## config.mk

```make
export PLATFORM = sky130hd
export DESIGN_NAME = instruction_fetch
export DESIGN_NICKNAME = d
export VERILOG_FILES = /design/src/rtl/rv_fetch_pkg.sv /design/src/rtl/fetch_fifo.sv /design/src/rtl/instruction_fetch.sv
export SDC_FILE = /design/constraint.sdc
export NUM_CORES = 1
export LEC_CHECK = 0
export ABC_CLOCK_PERIOD_IN_PS = 14400
export CAP_MARGIN = 20
export CORE_MARGIN = 3
export CORE_UTILIZATION = 45
export DETAILED_ROUTE_END_ITERATION = 10
export GPL_TIMING_DRIVEN = 0
export PLACE_DENSITY_LB_ADDON = 0.15
export SYNTH_ARGS = -nofsm -noshare
export SYNTH_HDL_FRONTEND = slang
export SYNTH_SLANG_ARGS = --single-unit
```

## constraint.sdc

```tcl
create_clock -name clk -period 14.4 [get_ports clk]
set_input_delay 1.44 -clock clk [delete_from_list [all_inputs] [get_ports clk]]
set_output_delay 1.44 -clock clk [all_outputs]
set_load 0.01 [all_outputs]
```

## src/rtl/rv_fetch_pkg.sv

```systemverilog
// Shared types and constants for the RV32I fetch stage and its instruction buffer.
package rv_fetch_pkg;

  typedef enum logic [2:0] {
    FETCH_IDLE,
    FETCH_REQ,
    FETCH_WAIT,
    FETCH_KILL,
    FETCH_HALT
  } fetch_state_e;

  localparam logic [31:0] FETCH_RESET_PC = 32'h0000_0000;
  localparam logic [31:0] INST_NOP       = 32'h0000_0013;

  typedef struct packed {
    logic [31:0] inst;
    logic [31:0] pc;
  } fetch_entry_t;

  localparam int unsigned FETCH_ENTRY_W = $bits(fetch_entry_t);

  function automatic logic is_misaligned(input logic [1:0] addr_lsb);
    return addr_lsb != 2'b00;
  endfunction

endpackage

```

## src/rtl/fetch_fifo.sv

```systemverilog
// Small synchronous FIFO with a combinational head; flush wins over push/pop,
// and push is accepted while full when a pop happens in the same cycle.
module fetch_fifo #(
  parameter int unsigned DEPTH = 2,
  parameter int unsigned WIDTH = 64
) (
  input  logic                     clk,
  input  logic                     rst,
  input  logic                     flush,
  input  logic                     push,
  input  logic [WIDTH-1:0]         din,
  input  logic                     pop,
  output logic [WIDTH-1:0]         dout,
  output logic                     empty,
  output logic [$clog2(DEPTH):0]   count
);

  localparam int unsigned AW = $clog2(DEPTH);

  logic [AW-1:0]    wr_ptr_q, wr_ptr_d;
  logic [AW-1:0]    rd_ptr_q, rd_ptr_d;
  logic [AW:0]      count_q, count_d;
  logic             full;
  logic             do_push;
  logic             do_pop;
  logic [WIDTH-1:0] slot_data [DEPTH];

  assign full    = (count_q == (AW+1)'(DEPTH));
  assign empty   = (count_q == '0);
  assign count   = count_q;
  assign do_pop  = pop & ~empty;
  assign do_push = push & (~full | do_pop);
  assign dout    = slot_data[rd_ptr_q];

  generate
    for (genvar gi = 0; gi < DEPTH; gi++) begin : g_slot
      logic [WIDTH-1:0] entry_q;
      always_ff @(posedge clk) begin
        if (do_push && !flush && (wr_ptr_q == AW'(gi))) begin
          entry_q <= din;
        end
      end
      assign slot_data[gi] = entry_q;
    end
  endgenerate

  always_comb begin
    wr_ptr_d = wr_ptr_q;
    rd_ptr_d = rd_ptr_q;
    count_d  = count_q;
    if (flush) begin
      wr_ptr_d = '0;
      rd_ptr_d = '0;
      count_d  = '0;
    end else begin
      if (do_push) wr_ptr_d = wr_ptr_q + 1'b1;
      if (do_pop)  rd_ptr_d = rd_ptr_q + 1'b1;
      case ({do_push, do_pop})
        2'b10:   count_d = count_q + 1'b1;
        2'b01:   count_d = count_q - 1'b1;
        default: count_d = count_q;
      endcase
    end
  end

  always_ff @(posedge clk) begin
    if (rst) begin
      wr_ptr_q <= '0;
      rd_ptr_q <= '0;
      count_q  <= '0;
    end else begin
      wr_ptr_q <= wr_ptr_d;
      rd_ptr_q <= rd_ptr_d;
      count_q  <= count_d;
    end
  end

endmodule

```

## src/rtl/instruction_fetch.sv

```systemverilog
// RV32I fetch stage: PC, single-outstanding imem request FSM, redirect/kill
// handling and an instruction buffer feeding the decoder.
module instruction_fetch
  import rv_fetch_pkg::*;
#(
  parameter logic [31:0] RESET_PC   = FETCH_RESET_PC,
  parameter int unsigned FIFO_DEPTH = 2
) (
  input  logic        clk,
  input  logic        rst,
  output logic        imem_req,
  output logic [31:0] imem_addr,
  input  logic        imem_gnt,
  input  logic        imem_rvalid,
  input  logic [31:0] imem_rdata,
  input  logic        redirect_valid,
  input  logic [31:0] redirect_pc,
  input  logic        dec_ready,
  output logic        dec_en,
  output logic [31:0] dec_instruction_code,
  output logic [31:0] dec_pc,
  output logic        fetch_misaligned
);

  localparam int unsigned CW = $clog2(FIFO_DEPTH) + 1;

  fetch_state_e state_q, state_d;
  logic [31:0]  pc_q, pc_d;
  logic [31:0]  fetch_pc_q, fetch_pc_d;
  logic         kill_q, kill_d;
  logic         halt_pend_q, halt_pend_d;
  logic         misaligned_q, misaligned_d;

  logic         fifo_push;
  logic         fifo_pop;
  logic         fifo_empty;
  logic [CW-1:0] fifo_count;
  fetch_entry_t push_entry;
  fetch_entry_t head_entry;
  logic [FETCH_ENTRY_W-1:0] fifo_dout;

  logic [CW:0]  count_after;
  logic         has_space;
  logic         redirect_bad;
  fetch_state_e redirect_target;
  fetch_state_e kill_exit;
  logic [31:0]  req_addr;

  assign dec_en   = ~fifo_empty;
  assign fifo_pop = dec_en & dec_ready;
  assign fifo_push = (state_q == FETCH_WAIT) & imem_rvalid & ~redirect_valid;

  assign push_entry.inst = imem_rdata;
  assign push_entry.pc   = fetch_pc_q;
  assign head_entry      = fifo_dout;

  // Occupancy at the end of this cycle, so a same-cycle pop frees a slot for issue.
  assign count_after = {1'b0, fifo_count}
                     + {{CW{1'b0}}, fifo_push}
                     - {{CW{1'b0}}, fifo_pop};
  assign has_space   = count_after < (CW+1)'(FIFO_DEPTH);

  assign redirect_bad    = redirect_valid & is_misaligned(redirect_pc[1:0]);
  assign redirect_target = redirect_bad ? FETCH_HALT : FETCH_REQ;
  assign kill_exit       = redirect_valid ? redirect_target
                         : (halt_pend_q ? FETCH_HALT : FETCH_REQ);

  // A redirect during an ungranted request keeps the old address on the bus.
  assign req_addr  = kill_q ? fetch_pc_q : pc_q;
  assign imem_addr = req_addr & 32'hFFFF_FFFC;
  assign imem_req  = (state_q == FETCH_REQ);

  assign dec_instruction_code = dec_en ? head_entry.inst : 32'h0;
  assign dec_pc               = dec_en ? head_entry.pc   : 32'h0;
  assign fetch_misaligned     = misaligned_q;

  always_comb begin
    state_d      = state_q;
    pc_d         = pc_q;
    fetch_pc_d   = fetch_pc_q;
    kill_d       = kill_q;
    halt_pend_d  = halt_pend_q;
    misaligned_d = misaligned_q;

    if (redirect_valid) begin
      pc_d        = redirect_pc;
      halt_pend_d = redirect_bad;
      if (redirect_bad) misaligned_d = 1'b1;
    end

    case (state_q)
      FETCH_IDLE: begin
        if (redirect_valid)  state_d = redirect_target;
        else if (has_space)  state_d = FETCH_REQ;
      end
      FETCH_REQ: begin
        if (imem_gnt) begin
          if (redirect_valid || kill_q) begin
            state_d = FETCH_KILL;
            kill_d  = 1'b0;
          end else begin
            fetch_pc_d = pc_q;
            pc_d       = pc_q + 32'd4;
            state_d    = FETCH_WAIT;
          end
        end else if (redirect_valid) begin
          if (!kill_q) fetch_pc_d = pc_q;
          kill_d = 1'b1;
        end
      end
      FETCH_WAIT: begin
        if (imem_rvalid) begin
          if (redirect_valid)  state_d = redirect_target;
          else if (has_space)  state_d = FETCH_REQ;
          else                 state_d = FETCH_IDLE;
        end else if (redirect_valid) begin
          state_d = FETCH_KILL;
        end
      end
      FETCH_KILL: begin
        if (imem_rvalid) state_d = kill_exit;
      end
      FETCH_HALT: begin
        if (redirect_valid) state_d = redirect_target;
      end
      default: state_d = FETCH_IDLE;
    endcase
  end

  always_ff @(posedge clk) begin
    if (rst) begin
      state_q      <= FETCH_IDLE;
      pc_q         <= RESET_PC;
      fetch_pc_q   <= RESET_PC;
      kill_q       <= 1'b0;
      halt_pend_q  <= 1'b0;
      misaligned_q <= 1'b0;
    end else begin
      state_q      <= state_d;
      pc_q         <= pc_d;
      fetch_pc_q   <= fetch_pc_d;
      kill_q       <= kill_d;
      halt_pend_q  <= halt_pend_d;
      misaligned_q <= misaligned_d;
    end
  end

  fetch_fifo #(
    .DEPTH (FIFO_DEPTH),
    .WIDTH (FETCH_ENTRY_W)
  ) u_fifo (
    .clk   (clk),
    .rst   (rst),
    .flush (redirect_valid),
    .push  (fifo_push),
    .din   (push_entry),
    .pop   (fifo_pop),
    .dout  (fifo_dout),
    .empty (fifo_empty),
    .count (fifo_count)
  );

endmodule

```

# [Yosys cells after proc, flatten, opt, wreduce, memory -nomap -nowiden]
# Index checks and enable logic that the tools add are counted.
# W data, S select, Z words.
[classes] magnitude_cmp=2 reduce_logical=16 n_mux=31 n_eq_ne=15 shift=0 mul=0 n_bitwise=12 div_mod_pow=0 n_addsub=7
[op_table] cell="$mux W32" count=10
[op_table] cell="$mux W64" count=3
[op_table] cell="$mux W3" count=11
[op_table] cell="$add A32 B3 Y32 const B" count=1
[op_table] cell="$pmux W3 S5" count=1
[op_table] cell="$ne A2 B2 Y1 const B" count=4
[op_table] cell="$and A1 B1 Y1" count=6
[op_table] cell="$eq A3 B2 Y1 const B" count=2
[op_table] cell="$ne A3 B3 Y1 const B" count=2
[op_table] cell="$reduce_and A3 Y1" count=2
[op_table] cell="$reduce_bool A2 Y1" count=3
[op_table] cell="$mux W1" count=5
[op_table] cell="$reduce_and A5 Y1" count=1
[op_table] cell="$eq A2 B2 Y1 const B" count=2
[op_table] cell="$ne A2 B1 Y1 const B" count=2
[op_table] cell="$not A1 Y1" count=4
[op_table] cell="$pmux W2 S2" count=1
[op_table] cell="$reduce_and A4 Y1" count=1
[op_table] cell="$add A2 B1 Y3" count=1
[op_table] cell="$eq A3 B1 Y1 const B" count=1
[op_table] cell="$eq A3 B3 Y1 const B" count=1
[op_table] cell="$logic_and A1 B1 Y1" count=3
[op_table] cell="$logic_not A3 Y1" count=1
[op_table] cell="$lt A3 B2 Y1 const B" count=1
[op_table] cell="13 further kinds" count=14
[word_totals] word_cells=95 register_bits=202 output_inout_bits=99 mem_count=0 romBits=0 ram_bits=0 latchBits=0

# [Depth between registers and ports, before layout]
# Gate-level depths: netlist of run 1.
[logic_depth] word_depth=10 depth_mapped=12 mapped_depth_nobuf=11

# [Modules after synthesis]
# From an unflattened synthesis of run 1, not the netlist that was laid out.
[unflattened] hier_cells=775 hier_area_um2=9116.2
[modules_own_cells] mod="fetch_fifo" n_inst=1 area_per_inst_um2=4868.4 cells_each=225
[modules_own_cells] mod="instruction_fetch" n_inst=1 area_per_inst_um2=4247.8 cells_each=550

# [Worst setup path before layout of run 1]
# Ideal clock, no wire load.
[synth_path] kind="input to register" start="input port redirect_valid" end="register u_fifo.g_slot[0].entry_q[0] (enable)" t_arrival_ns=5.326 required_time_ns=13.906 n_path_buf=1 path_stages=4 setup_slack_ns=8.580 cell_sequence="or4_2 clkbuf_1 a21oi_1 nor2b_1"
[synth_between] elab_chain_len=5 elab_cells_between_ends=6 classes_between="3 x bitwise; 3 x reduce/logical"
[synth_lines] element="start: declaration" line_no="instruction_fetch.sv:16" rtl="input logic redirect_valid,"
[synth_lines] element="$not A1 Y1" line_no="instruction_fetch.sv:51" rtl="assign fifo_push = (state_q == FETCH_WAIT) & imem_rvalid & ~redirect_valid;"
[synth_lines] element="$and A1 B1 Y1" line_no="instruction_fetch.sv:51"
[synth_lines] element="$and A1 B1 Y1" line_no="fetch_fifo.sv:32" rtl="assign do_push = push & (~full | do_pop);"
[synth_lines] element="$logic_and A1 B1 Y1 (*) (2 in series)" line_no="fetch_fifo.sv:39" rtl="if (do_push && !flush && (wr_ptr_q == AW'(gi))) begin"
[synth_lines] element="end signal: assignment" line_no="fetch_fifo.sv:40" rtl="entry_q <= din;"
[synth_lines] element="end: declaration" line_no="fetch_fifo.sv:37" rtl="logic [WIDTH-1:0] entry_q;"
# Mark *: on every way between the ends. The rest lies on a longest branch, timed or not.
# A chain may end at the register's enable or synchronous reset.

# [Worst setup path after layout of run 1]
[layout_path] start="register u_fifo.rd_ptr_q" end="output port dec_instruction_code[15]"
[layout_between] elab_chain_len=5
[layout_lines] element="start: declaration" line_no="fetch_fifo.sv:21" rtl="logic [AW-1:0] rd_ptr_q, rd_ptr_d;"
[layout_lines] element="start signal: assignment" line_no="fetch_fifo.sv:73" rtl="rd_ptr_q <= rd_ptr_d;"
[layout_lines] element="$not A1 Y2 (implied by the code)" line_no="fetch_fifo.sv:33" rtl="assign dout = slot_data[rd_ptr_q];"
[layout_lines] element="$mux W64 (implied by the code) (3 in series)" line_no="fetch_fifo.sv:33"
[layout_lines] element="$mux W32" line_no="instruction_fetch.sv:73" rtl="assign dec_instruction_code = dec_en ? head_entry.inst : 32'h0;"
[layout_lines] element="end: declaration" line_no="instruction_fetch.sv:20" rtl="output logic [31:0] dec_instruction_code,"
# No other way between the ends. The select of a mux whose other input is x is not followed.

==> results of run 1 <==
per-layer routing:
metal / global-route usage / wire length [µm] / up-vias
li1: - / - / 3211
met1: 0.271 / 9530 / 3103
met2: 0.330 / 10300 / 261
met3: 0.0327 / 1570 / 37
met5: 0 / 0 / -
met4: 0.0570 / 430 / 0
critical path, cell delays in order, from the launching register on:
cell and delay (ns):
dfxtp_1 0.32, clkbuf_1 0.56, clkbuf_1 0.64, mux2i_1 0.16, nor2_1 0.16, clkdlybuf4s50_1 0.56
path summary, 6_finish.rpt:
check,cells past startpoint,slack (ns),startpoint,end
max,5,10.06,u_fifo.rd_ptr_q$_SDFFE_PP0P_,dec_instruction_code[15]
min,2,0.47,fetch_misaligned$_SDFFE_PP0P_,fetch_misaligned$_SDFFE_PP0P_
max reg2reg,6,11.34,state_q[2]$_SDFFE_PP0P_,u_fifo.g_slot[0].entry_q[28]$_DFFE_PP_
min reg2reg,2,0.47,fetch_misaligned$_SDFFE_PP0P_,fetch_misaligned$_SDFFE_PP0P_
flip-flops by register name, summed over array words and instances (netlist names):
signal	flops
pc_q	32
u_fifo.rd_ptr_q	1
kill_q	1
fetch_misaligned	1
fetch_pc_q	32
u_fifo.count	2
state_q	3
halt_pend_q	1
u_fifo.wr_ptr_q	1
u_fifo.g_slot.entry_q	128
cell usage after synthesis, types with 10 or more instances:
library cell	n	area share
edfxtp_1	128	0.44
clkbuf_1	37	0.016
a21oi_1	52	0.030
dfxtp_1	74	0.17
nand3_1	19	0.011
mux2i_1	69	0.079
mux2_2	30	0.038
o21ai_0	12	0.0068
buf_1	11	0.0047
nand2_1	105	0.045
nor2_1	98	0.042
a31oi_1	10	0.0071
nand4_1	10	0.0071
metrics by stage:
step	cell area, µm²	power (mW)	hold slack, ns
global placement	10800	0.797	0.452
global route	11600	1.46	0.486
CTS	11600	1.42	0.477
detailed placement	10800	0.798	0.462
finish	11600	1.41	0.473
floorplan	8800	0.729	0.425
cells by family (layout without fill, tap and decap cells):
family,Yosys count,after routing,share of synthesized area
and+or+nand+nor,286,286,0.145
DFF,202,202,0.605
AOI/OAI and AO/OA,114,114,0.0796
muxes,99,99,0.117
buffers and inverters,66,271,0.0337
xor gates and xnor gates,14,14,0.0139
adders and majority gates,3,3,0.00512
other,1,2,0.000426
power breakdown:
part / internal, mW / total, mW / switching [mW]
combinational: 0.0668 / 0.142 / 0.0756
clock: 0.402 / 0.624 / 0.222
sequential: 0.629 / 0.644 / 0.0155
total: 1.10 / 1.41 / 0.313
final cells by class:
type                            count  area (µm²)
Sequential cell                   202        5330
Clock inverter                     10         174
Inverter                           10        37.5
Clock buffer                       30         643
Multi-Input combinational cell    518        3190
Buffer                             56         259
Tap cell                          260         325
Fill cell                        1576        7340
Timing Repair Buffer              165        1660
==> flow_summary.toml, run 1 <==
[floorplan]
die_h_um = 146
die_area_um2 = 21300
coreArea_um2 = 19000
io_pins = 169
fp.dieW_um = 146
rows = 50
start_util = 0.464

[logic_synthesis]
ys_seq_area_frac = 0.605
synth_seq_cells = 202
synth_warnings = 0
synthCells = 785
yosysUniqueCellTypes = 55
synth_edf_count = 128
synthArstFlopShare = 0
avgSynthCellArea_um2 = 11.2
synth_flop_cell = "edfxtp_1"
syn_area_um2 = 8800

[detailed_routing]
wl_mm = 21.8
drc = 0
ant_nets = 0
wl_per_cell_um = 17.4
vias = 6612
drt_iter0_drc = 416
viasPerCell = 5.29
drt_pass1_iterations = 5

[placed_design]
gp_congestion = 0.906
portBuffers = 164
dp_hpwl_mm = 15.5
dp_slack_ns = 9.65
placed_cells = 1211

[power_and_ir_drop]
vdd_ir_drop_max_uv = 69.8
leakage_nw = 3.82
p_per_area_nw_per_um2 = 121

[final_layout]
diodes = 0
area_delta_synth_final_pct = 32.0
drive_gt1_frac = 0.0858
nets = 1048
finish.utilization = 0.613
final_common_cell = "clkdlybuf4s50_1"
layout_common_cells = "clkdlybuf4s50_1, edfxtp_1, nand2_1, nor2_1, dfxtp_1"
finalNonFillerCells = 1251

[timing]
rsz0062_at_grt = "false"
finClkSkew_ns = 0.0187
fin_ws_ns = 10.06
setup_tns_ns = 0
maxSlewHeadroom = 0.324
worstMarginPinSlew_ns = 1.01
slew_viol_final = 0
hold_viol_final = 0
setup_viol = 0
clock.fmax_mhz = 230
period_minus_slack_ns = 4.34
min_period_over_period = 0.301

[setup_path]
cp-end-kind = "output port"
criticalPathCategory = "register to output port"
path_max_fanout = 10
critical_path_required_ns = 12.96
worst_setup_path_start_kind = "register"
critPathArrivalTime_ns = 2.90

[cts]
path_clk_slew_ns = 0.06
clock_sinks = 202
clock_path_buffers = 3
holdBufCountCts = 0
ctsHtreeMaxLevel = 1
cts_setup_buffers = 0
cts_root_buf = "clkbuf_16"
cts_resized = 0
clkLatencyLatePin_ns = 0.50
cts_tree = "yes"
cts_buffers = 22

[grt]
grt_pass1_wl_mm = 34.3
grt_pass1_vias = 6349
grt_max_degree = 65
grt_overflow = 0
track_usage = 0.199
antenna_found_initial = 0

[min_path]
hold_class = "register to register"

[job]
max_cap_viol_count = 0

[status]
status = "completed"
Note: power is estimated with default switching activity, not from simulation.
==> inputs of run 2 (changes only) <==
--- a/config.mk
+++ b/config.mk
@@ -5,7 +5,7 @@
 export SDC_FILE = /design/constraint.sdc
 export NUM_CORES = 1
 export LEC_CHECK = 0
-export ABC_CLOCK_PERIOD_IN_PS = 14400
+export ABC_CLOCK_PERIOD_IN_PS = 4100
 export CAP_MARGIN = 20
 export CORE_MARGIN = 3
 export CORE_UTILIZATION = 45
==> constraint.sdc (replaced) <==
create_clock -name clk -period 4.1 [get_ports clk]
set_input_delay 0.41 -clock clk [delete_from_list [all_inputs] [get_ports clk]]
set_output_delay 0.41 -clock clk [all_outputs]
set_load 0.01 [all_outputs]
==> run 2 against run 1 <==
Clock skew fell by 0.0043 ns. First-iteration DRC count grew 16%. Clock power increased to 3.6 times the previous value. Non-clock buffer count is 1 higher. Clock-buffer cell count increased by 1. Total power grew to 3.5 times the previous value. Cell area grew 0.27%. Routed wire length up 0.56%. Hold slack got worse by 0.20 ns. Cell count hardly changed. Sequential power grew to 3.5 times the previous value. Setup slack worse by 9.3 ns.
==> flow_summary.toml, run 2 (synthesis gave the netlist of run 1 again) <==
[timing]
slew_viol_final = 0
setup_tns_ns = 0
finClkSkew_ns = 0.0145
hold_viol_final = 0
setup_viol = 0
hold_ws_ns = 0.276
min_period_over_period = 0.803
rsz0062_at_grt = "false"
worstMarginPinSlew_ns = 0.890
period_minus_slack_ns = 3.29
fin_ws_ns = 0.807
maxSlewHeadroom = 0.407
clock.fmax_mhz = 304

[placed_design]
portBuffers = 164
placed_cells = 1212
dp_slack_ns = 0.686
dp_hpwl_mm = 15.5
gp_congestion = 0.925

[floorplan]
die_area_um2 = 21300
coreArea_um2 = 19000
io_pins = 169
die_h_um = 146
rows = 50
start_util = 0.464
fp.dieW_um = 146

[grt]
grt_overflow = 0
grt_pass1_vias = 6385
grt_pass1_wl_mm = 34.6
track_usage = 0.200
grt_max_degree = 65
antenna_found_initial = 0

[final_layout]
drive_gt1_frac = 0.0867
largest_reg_flops = 128
multiInputGateArea_um2 = 3190
nets = 1049
fillCellCount = 1601
top_register = "u_fifo.g_slot.entry_q"
final_common_cell = "clkdlybuf4s50_1"
area_delta_synth_final_pct = 32.4
reg.largest.list = "u_fifo.g_slot.entry_q: 128 flops, fetch_pc_q: 32 flops, pc_q: 32 flops"
diodes = 0
regArea_um2 = 5330
layout_common_cells = "clkdlybuf4s50_1, edfxtp_1, nand2_1, nor2_1, dfxtp_1"
finalNonFillerCells = 1252

[power_and_ir_drop]
p_per_area_nw_per_um2 = 428
leakage_nw = 3.82
vdd_ir_drop_max_uv = 286
p_total_mw = 4.99

[setup_path]
critPathArrivalTime_ns = 2.88
ff2ff_path_depth = 10
cp-end-kind = "output port"
cpMaxStageDelayCell = "clkbuf_1"
worstReg2RegStart = "state_q[2]$_SDFFE_PP0P_"
crit_top_cell = "clkbuf_1"
criticalPathCategory = "register to output port"
path_max_fanout = 10
cp.buffers_inverters = 3
r2r-end = "state_q[0]$_SDFFE_PP0P_"
path_cells = "clkbuf_1 -> clkbuf_1 -> mux2i_1 -> nor2_1 -> clkdlybuf4s50_1"
reg2reg_setup_slack_ns = 1.30
crit_family = "buffers and inverters"
slowest_delay_ns = 0.66
worst_setup_path_start_kind = "register"
critical_path_required_ns = 3.69

[min_path]
hold_end = "kill_q$_SDFFE_PP0P_"
hold_class = "primary input to register"
hold_depth = 2
min_from = "imem_gnt"

[cts]
cts_setup_buffers = 0
clock_sinks = 202
ctsHtreeMaxLevel = 1
cts_buffers = 22
clkLatencyLatePin_ns = 0.50
clock_path_buffers = 3
path_clk_slew_ns = 0.06
cts_resized = 0
cts_tree = "yes"
cts_root_buf = "clkbuf_16"
holdBufCountCts = 0

[detailed_routing]
drt_iter0_drc = 481
drt_pass1_iterations = 5
wl_mm = 21.9
vias = 6550
viasPerCell = 5.23
ant_nets = 0
drc = 0
wl_per_cell_um = 17.5

[job]
max_cap_viol_count = 0

[status]
status = "completed"
run 2: changes by cell type in the layout (fill, tap and decap cells not counted):
cell,change
clkinv_2,-2
buf_12,+1
clkbuf_8,+1
clkinvlp_4,+1
run 2: worst reg2reg max path, delay by kind of cell (launching register included):
family / cells / cell delay, ns
flip-flops: 1 / 0.31
AND/OR/NAND/NOR: 4 / 1.17
adder cells (fa/ha/maj): 1 / 0.38
buffers and inverters: 2 / 0.31
AO/OA/AOI/OAI: 2 / 0.40
XOR/XNOR: 1 / 0.14
run 2: per-stage QoR:
stage,utilization,area (µm²)
finish,0.614,11600
global route,0.614,11600
CTS,0.614,11600
detailed placement,0.571,10800
global placement,0.568,10800
floorplan,-,8800
run 2: layout make-up:
class | count | share of cell area
buffer | 56 | 0.0222
sequential | 202 | 0.457
tap | 260 | 0.0279
multi-input combinational | 518 | 0.274
timing repair buffer | 166 | 0.144
clock buffer | 31 | 0.0564
inverter | 10 | 0.00322
clock inverter | 9 | 0.0147
run 2: layer usage:
layer  up-vias  GRT usage  wire length [µm]
met2       242      0.331             10200
met1      3064      0.279              9790
met4         0     0.0437               355
met3        26     0.0327              1530
li1       3218          -                 -
met5         -          0                 0
run 2: how the worst max path moves through the flow:
| stage | start | to | slack [ns] | cells after the start |
|---|---|---|---|---|
| floorplan | redirect_valid | u_fifo.g_slot[0].entry_q[0]$_DFFE_PP_ | 0.53 | 4 |
| global placement | redirect_valid | u_fifo.g_slot[0].entry_q[3]$_DFFE_PP_ | -1.18 | 5 |
| detailed placement | redirect_valid | state_q[0]$_SDFFE_PP0P_ | 0.69 | 10 |
| CTS | u_fifo.rd_ptr_q$_SDFFE_PP0P_ | dec_pc[2] | 0.67 | 5 |
| global route | u_fifo.rd_ptr_q$_SDFFE_PP0P_ | dec_pc[2] | 0.55 | 5 |
| finish | u_fifo.rd_ptr_q$_SDFFE_PP0P_ | dec_pc[2] | 0.81 | 5 |
run 2: power by group:
group	leakage (nW)	switching, mW	internal [mW]
sequential	1.87	0.0542	2.21
clock	0.402	0.789	1.43
combinational	1.55	0.267	0.236
